==> src/rtl/pulse_stretcher.sv <==
// Stretches single-cycle triggers into level pulses of programmable width,
// followed by a programmable guard gap. All outputs are registered.
module pulse_stretcher #(
    parameter int unsigned CNT_WIDTH = 8,
    parameter bit          RETRIGGER = 1'b0
) (
    input  logic                 CLK,
    input  logic                 RSTN,
    input  logic                 TRIG_IN,
    input  logic [CNT_WIDTH-1:0] LENGTH_IN,
    input  logic [CNT_WIDTH-1:0] GAP_IN,
    output logic                 LEVEL_OUT,
    output logic                 BUSY_OUT,
    output logic                 DONE_OUT,
    output logic                 DROP_OUT
);

    typedef enum logic [1:0] {
        IDLE,
        HIGH,
        GAP
    } state_t;

    state_t               state, state_nx;
    logic [CNT_WIDTH-1:0] cnt, cnt_nx;
    logic [CNT_WIDTH-1:0] g, g_nx;
    logic                 done_nx, drop_nx;
    logic                 len_ok, retrig;

    assign len_ok = (LENGTH_IN != '0);
    assign retrig = TRIG_IN && RETRIGGER && len_ok;

    // Outputs are registered from the next-state values so they line up with state.
    always_ff @(posedge CLK) begin
        if (!RSTN) begin
            state     <= IDLE;
            cnt       <= '0;
            g         <= '0;
            LEVEL_OUT <= 1'b0;
            BUSY_OUT  <= 1'b0;
            DONE_OUT  <= 1'b0;
            DROP_OUT  <= 1'b0;
        end else begin
            state     <= state_nx;
            cnt       <= cnt_nx;
            g         <= g_nx;
            LEVEL_OUT <= (state_nx == HIGH);
            BUSY_OUT  <= (state_nx != IDLE);
            DONE_OUT  <= done_nx;
            DROP_OUT  <= drop_nx;
        end
    end

    always_comb begin
        state_nx = state;
        cnt_nx   = cnt;
        g_nx     = g;
        case (state)
            IDLE: begin
                if (TRIG_IN && len_ok) begin
                    state_nx = HIGH;
                    cnt_nx   = LENGTH_IN - 1'b1;
                    g_nx     = GAP_IN;
                end
            end
            HIGH: begin
                // A retrigger wins over the end-of-pulse exit in the same cycle.
                if (retrig) begin
                    cnt_nx = LENGTH_IN - 1'b1;
                    g_nx   = GAP_IN;
                end else if (cnt != '0) begin
                    cnt_nx = cnt - 1'b1;
                end else if (g != '0) begin
                    state_nx = GAP;
                    cnt_nx   = g - 1'b1;
                end else begin
                    state_nx = IDLE;
                end
            end
            GAP: begin
                if (cnt != '0) begin
                    cnt_nx = cnt - 1'b1;
                end else begin
                    state_nx = IDLE;
                end
            end
            default: begin
                state_nx = IDLE;
                cnt_nx   = '0;
            end
        endcase
    end

    always_comb begin
        done_nx = (state == HIGH) && (state_nx != HIGH);
        drop_nx = 1'b0;
        if (TRIG_IN) begin
            case (state)
                IDLE:    drop_nx = !len_ok;
                HIGH:    drop_nx = !retrig;
                default: drop_nx = 1'b1;
            endcase
        end
    end

endmodule

==> config.mk <==
export PLATFORM = sky130hd
export DESIGN_NAME = pulse_stretcher
export DESIGN_NICKNAME = d
export VERILOG_FILES = /design/src/rtl/pulse_stretcher.sv
export SDC_FILE = /design/constraint.sdc
export NUM_CORES = 1
export LEC_CHECK = 0
export CAP_MARGIN = 20
export CORE_MARGIN = 2
export CORE_UTILIZATION = 45
export CTS_BUF_LIST = sky130_fd_sc_hd__clkbuf_8
export DETAILED_ROUTE_END_ITERATION = 8
export GPL_ROUTABILITY_DRIVEN = 0
export PLACE_DENSITY_LB_ADDON = 0.3
export SETUP_SLACK_MARGIN = 0.4
export SYNTH_ARGS = -nofsm -noshare
export SYNTH_HDL_FRONTEND = slang
export SYNTH_SLANG_ARGS = --single-unit
==> constraint.sdc <==
create_clock -name CLK -period 5.1 [get_ports CLK]
set_clock_uncertainty 0.1 [all_clocks]
set_input_delay 1.02 -clock CLK [delete_from_list [all_inputs] [get_ports CLK]]
set_output_delay 1.02 -clock CLK [all_outputs]
set_load 0.03 [all_outputs]
==> summary.md <==
| Metric | Value |
|---|---|
| Drt wl/cell | `14.9 µm` |
| CP Buf/Inv Count | `1` |
| Initial antenna violation count | `0` |
| Area leader, netlist | `dfxtp_1` |
| Mapped Cells | `176` |
| Global Route met2 Usage | `32.4%` |
| Multi-input logic area | `946 µm²` |
| Area growth syn-to-layout | `19.2%` |
| Critical-path top delay cell | `clkdlybuf4s50_1` |
| Slew Viols, Final | `0` |
| Buffers on Ports | `22` |
| Final setup violating endpoints | `0` |
| Final wirelength | `3.58 mm` |
| Clk_lat worst skew | `270 ps` |
| Setup Fix Bufs, Post-CTS | `0` |
| Fraction of registers with async set/reset | `0%` |
| CP peak stage delay | `500 ps` |
| Worst-path clk slew | `80 ps` |
| GR Overflow Total | `0` |
| Number of synthesized register bits | `22` |
| Pin count of the biggest net entering global routing | `14` |
| Mapped Area | `0.00148 mm²` |
| Count of final hold-check violations | `0` |
| Syn Nets | `201` |
| Static Leakage | `0.697 nW` |
| Worst setup EP type | `flip-flop` |
| Pre-CTS setup slack | `1720 ps` |
| DRC Markers | `0` |
| Startpoint types | `input port` |
| Crit path cell chain | `clkdlybuf4s50_1 > nor4_2 > nand2_1 > and3_1 > o31ai_4 > o21ai_0` |
| Starting Density | `47.9%` |
| Met1 Track Usage GR | `26.1%` |
| Die Width | `61.3 µm` |
| Nets | `222` |
| Number of synthesized flops with an enable pin | `0` |
| Synth area leaders | `dfxtp_1 (30%), mux2i_1 (6.8%), nor2_1 (5.9%)` |
| Post-route cell area | `0.00176 mm²` |
| Clk sink count | `22` |
| Clock tree buffer depth | `2` |
| F_max | `325 MHz` |
| Critical-path maximum fanout | `10` |
| Routed Antenna Nets | `0` |
| Final worst path period need | `3080 ps` |
| Fillers | `287` |
| Synth top area share | `29.9%` |
| Cell Rows | `20` |
| 1st-pass router iterations | `4` |
| Top cells by count, synth | `nor2_1 (23), dfxtp_1 (22), a21oi_1 (11), inv_1 (11), o21ai_0 (11)` |
| Most common cell in the netlist | `nor2_1` |
| Share of cells above drive strength 1 | `7.14%` |
| Max-cap violations | `0` |
| Worst hold path class | `reg2reg` |
| Vias | `1430` |
| Initial DRC Count | `168` |
| CTS tree | `yes` |
| Final WS setup | `2020 ps` |
| Clock Tree Root | `clkbuf_8` |
| Synth unique cells | `44` |
| Vias in the first global route | `1337` |
| Sequential share of the synthesized area | `29.9%` |
| Main synth FF type | `dfxtp_1` |
| WHS | `417 ps` |
| Placed wire-length estimate | `2.73 mm` |
| Kind of critical path | `in2reg` |
| Fin crit share | `60.4%` |
| CTS Buf Count | `3` |
| Post-DR vias/cell | `5.96` |
| CP required | `5150 ps` |
| Power per Cell Area | `452 mW/mm²` |
| Worst-Margin Slew | `585 ps` |
| Die Span Y | `61.3 µm` |
| CP delay by family, top | `simple AND/OR/NAND/NOR gates` |
| RSZ-0062 raised after global routing | `no` |
| CTS resizes | `0` |
| Core footprint | `0.00308 mm²` |
| Worst rel slew slack | `60.6%` |
| DP Area | `0.00170 mm²` |
| Mean Syn Cell Area | `8.38 µm²` |
| Antenna Cells | `0` |
| Ys Warns | `0` |
| H-Tree Level Count | `1` |
| Register Area | `440 µm²` |
| Max IR drop VDD | `0.187 mV` |
| Setup TNS Final | `0 ps` |
| GR peak layer | `met2` |
| Global-route wire length before repair | `5.83 mm` |
| CTS Hold Bufs | `0` |
| Worst endpoint data arrival time | `3130 ps` |
| Full die area | `0.00375 mm²` |
| Met3 usage | `5.46%` |
| Outcome | `finished, final reports clean` |
| Io pins | `23` |
| Overall routing resource usage | `21.0%` |
==> where the power goes <==
group	switching, mW	internal [mW]	total [mW]
Clock	0.0587	0.0690	0.128
Combinational	0.248	0.162	0.410
Sequential	0.0470	0.210	0.257
Total	0.354	0.440	0.794
==> worst register-to-register path: cells and delay by family (launching register included) <==
kind	cells	cell delay, ps
flops	1	350
buf+inv	1	120
simple gates	3	820
compound gates	2	680
fa+ha+maj	1	220
==> state kept, by name, summed over array words and instances (netlist names) <==
register and cells:
BUSY_OUT 1, DONE_OUT 1, DROP_OUT 1, LEVEL_OUT 1
cnt 8, g 8, state 2
==> metrics by stage <==
step,total power [mW],cells,util [%]
final,0.794,240,57.1
after floorplan,0.570,176,-
after CTS,0.785,240,57.1
after detailed placement,0.651,236,55.3
after global routing,0.842,240,57.1
after global placement,0.644,236,55.3
==> kinds of logic (layout without fill, tap and decap cells) <==
logic type / count (synthesis) / count (layout) / share of synthesized area, %
fa+ha+maj: 6 / 6 / 5.09
flops: 22 / 22 / 29.9
simple gates: 65 / 65 / 24.1
buf+inv: 17 / 37 / 6.02
compound gates: 48 / 48 / 23.4
mux: 10 / 10 / 6.79
xor+xnor: 8 / 8 / 4.75
==> layout by cell type, fill, tap and decap left out, types with 2 or more instances in the layout <==
master           count
a211oi_1             2
a21oi_1             11
a311oi_1             2
a31oi_1              2
and3_1               5
clkbuf_8             4
clkdlybuf4s50_1     22
dfxtp_1             22
ha_1                 6
inv_1               11
mux2i_1             10
nand2_1              9
nand2b_1             2
nor2_1              23
nor3_1               4
nor3b_1              4
nor4_1               3
o211ai_1             3
o21ai_0             11
o22ai_1              3
o2bb2ai_1            2
o31ai_1              3
o41ai_1              3
or2_2                2
or4_1                3
xnor2_1              5
xor2_1               3
==> worst paths after layout <==
path	startpoint	endpoint	slack, ps	cells after the start
max	LENGTH_IN[2]	cnt[4]	2020	6
min	cnt[1]	cnt[1]	420	1
max reg2reg	cnt[0]	cnt[1]	2740	7
min reg2reg	cnt[1]	cnt[1]	420	1
==> metal layers <==
| layer | up-vias | share of wire, % |
|---|---|---|
| li1 | 685 | - |
| met3 | 15 | 7.8 |
| met4 | 0 | 4.0 |
| met2 | 65 | 46 |
| met1 | 665 | 42 |
| met5 | - | 0 |
==> cell type report <==
cell class / instances / area share (%)
Timing Repair Buffer: 22 / 12.5
Multi-Input combinational cell: 137 / 53.8
Tap cell: 44 / 3.13
Inverter: 11 / 2.35
Sequential cell: 22 / 25.1
Clock buffer: 4 / 3.13
Note: power is estimated with default switching activity, not from simulation.
==> edit (same settings) <==
Set the parameter `RETRIGGER` to 1'b1 (it was 1'b0).
--- a/src/rtl/pulse_stretcher.sv
+++ b/src/rtl/pulse_stretcher.sv
@@ -2,7 +2,7 @@
 // followed by a programmable guard gap. All outputs are registered.
 module pulse_stretcher #(
     parameter int unsigned CNT_WIDTH = 8,
-    parameter bit          RETRIGGER = 1'b0
+    parameter bit          RETRIGGER = 1'b1
 ) (
     input  logic                 CLK,
     input  logic                 RSTN,
Check against the original RTL: not equivalent (Yosys sat finds a counterexample within 4 cycles, from zero or initial values and one cycle with RSTN low).
==> edit against the unedited design <==
  * Sequential cell count unchanged
  * First-iteration DRC count down 7.7%
  * Cell area up 3.6%
  * Area after synthesis up 3.6%
  * Worst setup slack worse by 0.23 ns
  * Global-route usage down 1.5 points
  * Hold slack better by 0.010 ns
  * Critical path type unchanged
  * Highest routed layer unchanged
  * Wire length down 0.50%
Power is not compared: it rests on default switching activity, and its combinational part moved more than twofold at a synthesized area within 25%.
==> edit: results <==
[layout]
multiInputGateArea_um2 = 993
nNonClkInverters = 10
buf_share = 0.121
clk_share = 0.0392
nFillCells = 334
nets = 231
multi_input_gates = 147
stdcell_area_um2 = 1820

[setup_path]
path_max_fanout = 13
worst_path_max_delay_cell = "a41oi_1"
cp-startpoint = "LENGTH_IN[0]"
cpPeakStageDelay_ns = 0.78
cp.arrival_ns = 3.38

[timing]
slew_headroom = 0.333

[routing]
vias = 1439
avgRoutedWirePerCell_um = 14.2
dr.pass1.iters = 4
via_per_inst = 5.73
route.met2.wl_um = 1760
drt_iter0_drc = 155
highest_layer = "met4"

[run_status]
status = "finished, final reports clean"

[yosys]
syn-num-nets = 213
synth_area_leaders = "dfxtp_1 29%, nand2_1 6.6%, a21boi_0 4.9%"
ys_seq_area_frac = 0.288
syn_inst = 188
yosysUniqueCellTypes = 50
synth_common_cells = "27 x nand2_1, 22 x dfxtp_1"

[placed_design]
dpl_cell_area_um2 = 1750
hpwlAfterDp_um = 2800
dp_cells = 247
dp_slack_ns = 1.57

[grt]
groute.usage.overall = 0.195
grt_pass1_wl_um = 6220
grt_max_degree = 21

[worst_hold_path]
worstHoldPathCells = 2

[floorplanning]
core-area_um2 = 3310
-- edit: report_power, final --
group          switching (uW)  leakage, uW  internal [uW]
clock network            61.6    0.0000357            105
registers                21.1     0.000181            188
logic                    90.3     0.000461           76.2
total                     173     0.000678            369
-- edit: how the worst min path moves through the flow --
| stage | startpoint | endpoint | slack (ns) |
|---|---|---|---|
| after floorplan | g[7] | g[7] | 0.37 |
| after global placement | g[7] | g[7] | 0.39 |
| after detailed placement | cnt[6] | cnt[6] | 0.41 |
| after CTS | g[6] | g[6] | 0.43 |
| after global routing | g[7] | g[7] | 0.46 |
| final | g[6] | g[6] | 0.43 |
-- edit: critical path, delay by kind of cell --
family / cells / cell delay, ns
compound gates: 4 / 1.42
fa+ha+maj: 1 / 0.26
simple gates: 1 / 0.10
buf+inv: 2 / 0.59
-- edit: cell families after synthesis --
kind of cell	share of synthesized area
xor gates and xnor gates	0.0630
adders and majority gates	0.0491
AOI/OAI and AO/OA	0.278
DFF	0.288
buffers and inverters	0.0622
and+or+nand+nor	0.259
